<file path="src/rtl/inter_core_fifo_pkg.sv">
// Shared constants for the inter-core FIFO: register offsets (address bits [3:2])
// and response opcodes.
package inter_core_fifo_pkg;

  typedef enum logic [1:0] {
    OFF_DATA   = 2'd0,
    OFF_STATUS = 2'd1
  } offset_e;

  localparam logic OPC_OK  = 1'b0;
  localparam logic OPC_ERR = 1'b1;

endpackage

</file>
<file path="src/rtl/inter_core_fifo_store.sv">
// Circular word storage with head/tail pointers and an occupancy count.
// The caller guarantees no push while full (unless popping) and no pop while empty.
module inter_core_fifo_store #(
  parameter int DEPTH = 32,
  localparam int AW = $clog2(DEPTH)
) (
  input  logic          clk_i,
  input  logic          rst_i,
  input  logic          push_i,
  input  logic [31:0]   wdata_i,
  input  logic          pop_i,
  output logic          full_o,
  output logic          empty_o,
  output logic [AW:0]   count_o,
  output logic [31:0]   head_o
);

  localparam logic [AW:0] FULL_CNT = (AW+1)'(DEPTH);

  logic [31:0]   mem [DEPTH];
  logic [AW-1:0] head_q, head_d, tail_q, tail_d;
  logic [AW:0]   count_q, count_d;

  always_comb begin
    head_d  = pop_i  ? head_q + 1'b1 : head_q;
    tail_d  = push_i ? tail_q + 1'b1 : tail_q;
    count_d = count_q;
    case ({push_i, pop_i})
      2'b10:   count_d = count_q + 1'b1;
      2'b01:   count_d = count_q - 1'b1;
      default: count_d = count_q;
    endcase
  end

  always_ff @(posedge clk_i or posedge rst_i) begin
    if (rst_i) begin
      head_q  <= '0;
      tail_q  <= '0;
      count_q <= '0;
    end else begin
      head_q  <= head_d;
      tail_q  <= tail_d;
      count_q <= count_d;
    end
  end

  // Data array carries no reset; the head is only consumed when count is non-zero.
  always_ff @(posedge clk_i) begin
    if (push_i) mem[tail_q] <= wdata_i;
  end

  assign full_o  = (count_q == FULL_CNT);
  assign empty_o = (count_q == '0);
  assign count_o = count_q;
  assign head_o  = mem[head_q];

endmodule

</file>
<file path="src/rtl/inter_core_fifo.sv">
// Inter-core mailbox FIFO with a push port (upstream core) and a pop port (local core).
// Define INTER_CORE_FIFO_STATUS_EN to expose the status word at pop-port offset 0x4.
module inter_core_fifo
  import inter_core_fifo_pkg::*;
#(
  parameter int FIFO_DEPTH = 32,
  parameter int ID_WIDTH   = 5
) (
  input  logic                clk_i,
  input  logic                rst_i,
  input  logic                psh_req_i,
  input  logic [31:0]         psh_add_i,
  input  logic                psh_wen_i,
  input  logic [31:0]         psh_wdata_i,
  input  logic [3:0]          psh_be_i,
  input  logic [ID_WIDTH-1:0] psh_id_i,
  output logic                psh_gnt_o,
  output logic                psh_r_valid_o,
  output logic                psh_r_opc_o,
  output logic [ID_WIDTH-1:0] psh_r_id_o,
  output logic [31:0]         psh_r_rdata_o,
  input  logic                pop_req_i,
  input  logic [31:0]         pop_add_i,
  input  logic                pop_wen_i,
  input  logic [31:0]         pop_wdata_i,
  input  logic [3:0]          pop_be_i,
  input  logic [ID_WIDTH-1:0] pop_id_i,
  output logic                pop_gnt_o,
  output logic                pop_r_valid_o,
  output logic                pop_r_opc_o,
  output logic [ID_WIDTH-1:0] pop_r_id_o,
  output logic [31:0]         pop_r_rdata_o
);

  localparam int AW = $clog2(FIFO_DEPTH);

  logic          full, empty;
  logic [AW:0]   count;
  logic [31:0]   head;
  logic          psh_is_data, pop_is_data, push_do, pop_do;
  logic          pop_opc_d;
  logic [31:0]   pop_rdata_d;

  logic                psh_vld_q, psh_opc_q, pop_vld_q, pop_opc_q;
  logic [ID_WIDTH-1:0] psh_id_q, pop_id_q;
  logic [31:0]         psh_rdata_q, pop_rdata_q;

  assign psh_is_data = !psh_wen_i && (psh_add_i[3:2] == OFF_DATA);
  assign pop_is_data =  pop_wen_i && (pop_add_i[3:2] == OFF_DATA);

  // A same-cycle pop frees the slot the push needs, so a full FIFO still accepts it.
  assign pop_do    = pop_req_i && pop_is_data && !empty && !rst_i;
  assign pop_gnt_o = pop_req_i && !rst_i;
  assign psh_gnt_o = psh_req_i && !rst_i && (!psh_is_data || !full || pop_do);
  assign push_do   = psh_gnt_o && psh_is_data;

  inter_core_fifo_store #(.DEPTH(FIFO_DEPTH)) u_store (
    .clk_i   (clk_i),
    .rst_i   (rst_i),
    .push_i  (push_do),
    .wdata_i (psh_wdata_i),
    .pop_i   (pop_do),
    .full_o  (full),
    .empty_o (empty),
    .count_o (count),
    .head_o  (head)
  );

  always_comb begin
    pop_opc_d   = OPC_ERR;
    pop_rdata_d = '0;
    if (pop_do) begin
      pop_opc_d   = OPC_OK;
      pop_rdata_d = head;
    end
`ifdef INTER_CORE_FIFO_STATUS_EN
    else if (pop_wen_i && (pop_add_i[3:2] == OFF_STATUS)) begin
      pop_opc_d   = OPC_OK;
      pop_rdata_d = {full, empty, 14'b0, 16'(count)};
    end
`endif
  end

  always_ff @(posedge clk_i or posedge rst_i) begin
    if (rst_i) begin
      psh_vld_q   <= 1'b0;
      psh_opc_q   <= OPC_OK;
      psh_id_q    <= '0;
      psh_rdata_q <= '0;
      pop_vld_q   <= 1'b0;
      pop_opc_q   <= OPC_OK;
      pop_id_q    <= '0;
      pop_rdata_q <= '0;
    end else begin
      psh_vld_q   <= psh_gnt_o;
      psh_opc_q   <= psh_gnt_o ? (psh_is_data ? OPC_OK : OPC_ERR) : OPC_OK;
      psh_id_q    <= psh_gnt_o ? psh_id_i : '0;
      psh_rdata_q <= '0;
      pop_vld_q   <= pop_gnt_o;
      pop_opc_q   <= pop_gnt_o ? pop_opc_d : OPC_OK;
      pop_id_q    <= pop_gnt_o ? pop_id_i : '0;
      pop_rdata_q <= pop_gnt_o ? pop_rdata_d : '0;
    end
  end

  assign psh_r_valid_o = psh_vld_q;
  assign psh_r_opc_o   = psh_opc_q;
  assign psh_r_id_o    = psh_id_q;
  assign psh_r_rdata_o = psh_rdata_q;
  assign pop_r_valid_o = pop_vld_q;
  assign pop_r_opc_o   = pop_opc_q;
  assign pop_r_id_o    = pop_id_q;
  assign pop_r_rdata_o = pop_rdata_q;

  logic unused_ok;
  assign unused_ok = ^{psh_add_i[31:4], psh_add_i[1:0], pop_add_i[31:4], pop_add_i[1:0],
                       psh_be_i, pop_be_i, pop_wdata_i, count};

endmodule
</file>
<file path="config.mk">
export PLATFORM = sky130hd
export DESIGN_NAME = inter_core_fifo
export DESIGN_NICKNAME = d
export VERILOG_FILES = /design/src/rtl/inter_core_fifo_pkg.sv /design/src/rtl/inter_core_fifo_store.sv /design/src/rtl/inter_core_fifo.sv
export SDC_FILE = /design/constraint.sdc
export NUM_CORES = 1
export LEC_CHECK = 0
export BUFFER_PORTS_ARGS = -buffer_cell sky130_fd_sc_hd__buf_2
export CORE_MARGIN = 4
export CORE_UTILIZATION = 50
export CTS_CLUSTER_DIAMETER = 100
export DETAILED_ROUTE_END_ITERATION = 6
export GPL_TIMING_DRIVEN = 0
export PLACE_DENSITY = 0.63
export RECOVER_POWER = 50
export SLEW_MARGIN = 20
export SYNTH_ARGS = -nofsm -noshare
export SYNTH_HDL_FRONTEND = slang
export SYNTH_HIERARCHICAL = 1
export SYNTH_SLANG_ARGS = --single-unit
</file>
<file path="constraint.sdc">
create_clock -name clk_i -period 9.66 [get_ports clk_i]
set_input_delay 0.966 -clock clk_i [delete_from_list [all_inputs] [get_ports clk_i]]
set_output_delay 0.966 -clock clk_i [all_outputs]
set_load 0.01 [all_outputs]
</file>
==> out/qor.csv <==
stage;metric;value;unit
status;outcome;complete, but fails checks;
status;violations;max-capacitance violations, max-slew violations;
die;die_area;88100;µm²
yosys;synth_edf_count;1024;
yosys;netlist.area_leader.share;73.7;%
setup_path;r2r_start;u_store/count_o[0];
cells_and_area;final_nets;2473;
setup_path;cp.arrival;6.17;ns
drt;ant_nets;0;
timing;maxSlewViolCount;201;
drt;drt-initial-drc-count;2292;
drt;drt_pass1_iterations;5;
cells_and_area;multi_input_area;8760;µm²
timing;period_needed;5.83;ns
clock_network;cts.sinks;1086;
setup_path;critPathSlowestCell;nor4b_1;
drt;drc;0;
yosys;synthMuxAreaShare;13.3;%
clock_network;clk_latency;0.66;ns
setup_path;r2r-end;u_store/mem[18][20];
grt;track_usage;23.2;%
cells_and_area;nFillCells;5862;
yosys;synth-seq-area-share;77.4;%
min_path;hp-class;in2async;
pwr;leakage;16.1;nW
setup_path;worstPathRequired;10.00;ns
clock_network;root_buffer;clkbuf_16;
timing;hold_viol;0;
cells_and_area;final_layout_size_suffix_gt1_share;23.2;%
cells_and_area;area_delta_synth_final;16.1;%
cells_and_area;seq_area;32300;µm²
die;start_util;50.7;%
clock_network;cts_max_path_buffers;3;
clock_network;htree_levels;3;
place;place_area;45200;µm²
yosys;yosys.area_share.xor_xnor;0.294;%
yosys;synth_top_family_by_area;multiplexers;
setup_path;cp-start-kind;flop;
clock_network;ctsResizeCount;0;
grt;antenna_found_initial;2;
place;port_buffers;99;
place;place.gp.congestion;0.829;
yosys;synthArstFlopShare;5.71;%
yosys;synthTopCellsByArea;edfxtp_1 (74%), mux4_2 (8.6%), mux2i_1 (4.7%), dfrtp_1 (3.7%), a22oi_1 (1.2%);
yosys;synth-simple-area-share;1.75;%
pwr;vdd_drop_max;171;µV
timing;rsz0062_at_grt;no;
yosys;syn_area_per_cell;20.6;µm²
setup_path;crit_chain;clkbuf_1 -> nor4_1 -> nor4b_1 -> buf_6 -> nand2_1 -> a21oi_2 -> clkbuf_1 -> nand2_1 -> nor2_4 -> buf_16;
die;io_pins;232;
timing;finalSetupViolations;0;
setup_path;ff2ff_path_depth;10;
grt;grt_pass1_wl;149000;µm
timing;tns;0;ns
yosys;synth_top_cells_by_count;edfxtp_1 (1024), mux2i_1 (194), mux4_2 (159);
clock_network;cts_hold_buf;0;
yosys;yosys_warnings;6;
place;dpl.hpwl;69800;µm
yosys;yosys.area.top_type;edfxtp_1;
pwr;power_density;242;nW/µm²
drt;via_count;21369;
drt;vias_per_cell;6.16;
die;die_h;297;µm
timing;min_period_over_period;60.4;%
setup_path;cp-end-kind;flop;
timing;max_freq;171;MHz
timing;skew;0.0221;ns
yosys;netlist_area;41700;µm²
setup_path;max_stage_delay;1.87;ns
setup_path;cp_max_fo;18;
clock_network;cts_tree;yes;
die;core_area;82400;µm²
clock_network;post_cts_buffers;0;
clock_network;clkTransAtPathRegs;0.06;ns
yosys;ys_types;51;
yosys;synth_compound_area_share;4.58;%
drt;wl_per_cell;29.7;µm
yosys;synthAdderAreaFrac;0.240;%
yosys;ys.flop_type;edfxtp_1;
timing;tightest_slew;2.41;ns
timing;slew_headroom;-62.7;%
setup_path;rrSetupSlack;3.83;ns
setup_path;path_class;reg2reg;
die;dieWidth;297;µm
grt;grt_start_max_net_pins;33;
cells_and_area;design_area;48400;µm²
cells_and_area;n_antenna_cell;0;
yosys;yosys.cell_count.top_type;edfxtp_1;
yosys;ys_seq_elements;1086;
flow_run;max_cap_violations;10;
yosys;synth_cells;2028;
grt;grt_pass1_vias;21209;
clock_network;cts_buffers;106;
grt;grt_overflow;0;
drt;route.final.wire_length;103000;µm
die;fp-row-count;105;
## layout make-up
cell class,count,share of cell area [%]
Clock inverter,37,0.501
Timing Repair Buffer,146,3.44
Inverter,8,0.0620
Clock buffer,155,6.46
Sequential cell,1086,66.7
Buffer,153,2.03
Multi-Input combinational cell,812,18.1
Tap cell,1070,2.76
## per-layer routing
layer	vias to the layer above	GRT usage [%]	wire length [µm]
met5	-	0	0
met4	0	6.12	2360
met3	153	4.50	8410
met2	946	37.5	50100
met1	11337	32.9	42200
li1	8933	-	-
## cells in the final DEF (no fill, tap or decap), types with 34 or more instances in the layout
cell type	n
clkbuf_1	139
buf_16	43
buf_2	70
edfxtp_1	1024
buf_4	48
mux2i_1	194
a21oi_1	34
clkbuf_16	116
mux4_2	159
dfrtp_1	62
a22oi_1	64
a221oi_1	34
## worst max-delay path by stage
stage                                  start                   to  slack [ns]  cells after the start
after floorplan                 pop_add_i[3]   u_store/mem[31][0]        5.53                      8
after global placement                 rst_i   u_store/mem[3][23]        2.71                      9
after detailed placement               rst_i  u_store/mem[18][29]        4.53                      9
after CTS                 u_store/count_o[0]  u_store/mem[18][29]        5.09                     10
after global routing      u_store/count_o[0]  u_store/mem[18][27]        3.54                     10
final                     u_store/count_o[0]  u_store/mem[18][20]        3.83                     10
## cell families (layout without fill, tap and decap cells)
logic type	count (synthesis)	count (layout)
AOI/OAI and AO/OA	273	273
xor gates and xnor gates	14	14
adders and majority gates	8	8
buffers and inverters	161	499
DFF	1086	1086
muxes	355	355
other	1	32
and+or+nand+nor	130	130
## power breakdown
group / switching [mW] / internal (mW) / leakage, nW
Combinational: 1.43 / 1.11 / 4.38
Clock: 1.66 / 2.29 / 1.65
Sequential: 0.0253 / 5.19 / 10.0
Total: 3.11 / 8.59 / 16.1
## worst max-delay path, delay by kind of cell, from the launching register on
kind | cells | cell delay (ns)
flip-flops | 1 | 0.35
buffers and inverters | 4 | 1.25
AND/OR/NAND/NOR | 5 | 3.69
AO/OA/AOI/OAI | 1 | 0.19
## stage by stage
step	total power, mW	setup slack [ns]	hold WS [ns]	instances	utilization [%]
5_1_grt	12.1	3.54	0.502	3467	58.8
6_report	11.7	3.83	0.491	3467	58.8
3_5_place_dp	7.85	4.53	0.488	3275	54.8
2_1_floorplan	7.05	5.53	0.457	2059	-
4_1_cts	11.8	5.09	0.391	3467	58.9
3_3_place_gp	7.78	2.71	0.474	3228	53.0
## state kept, by name (all words and copies together), names as in the netlist
signal	flops
pop_r_rdata_o	32
pop_r_valid_o	1
u_store/mem	1024
psh_r_id_o	5
pop_r_id_o	5
psh_r_valid_o	1
pop_r_opc_o	1
u_store/count_o	6
psh_r_opc_o	1
u_store/head_q	5
u_store/tail_q	5
No activity file was read; power rests on OpenSTA's default activity.
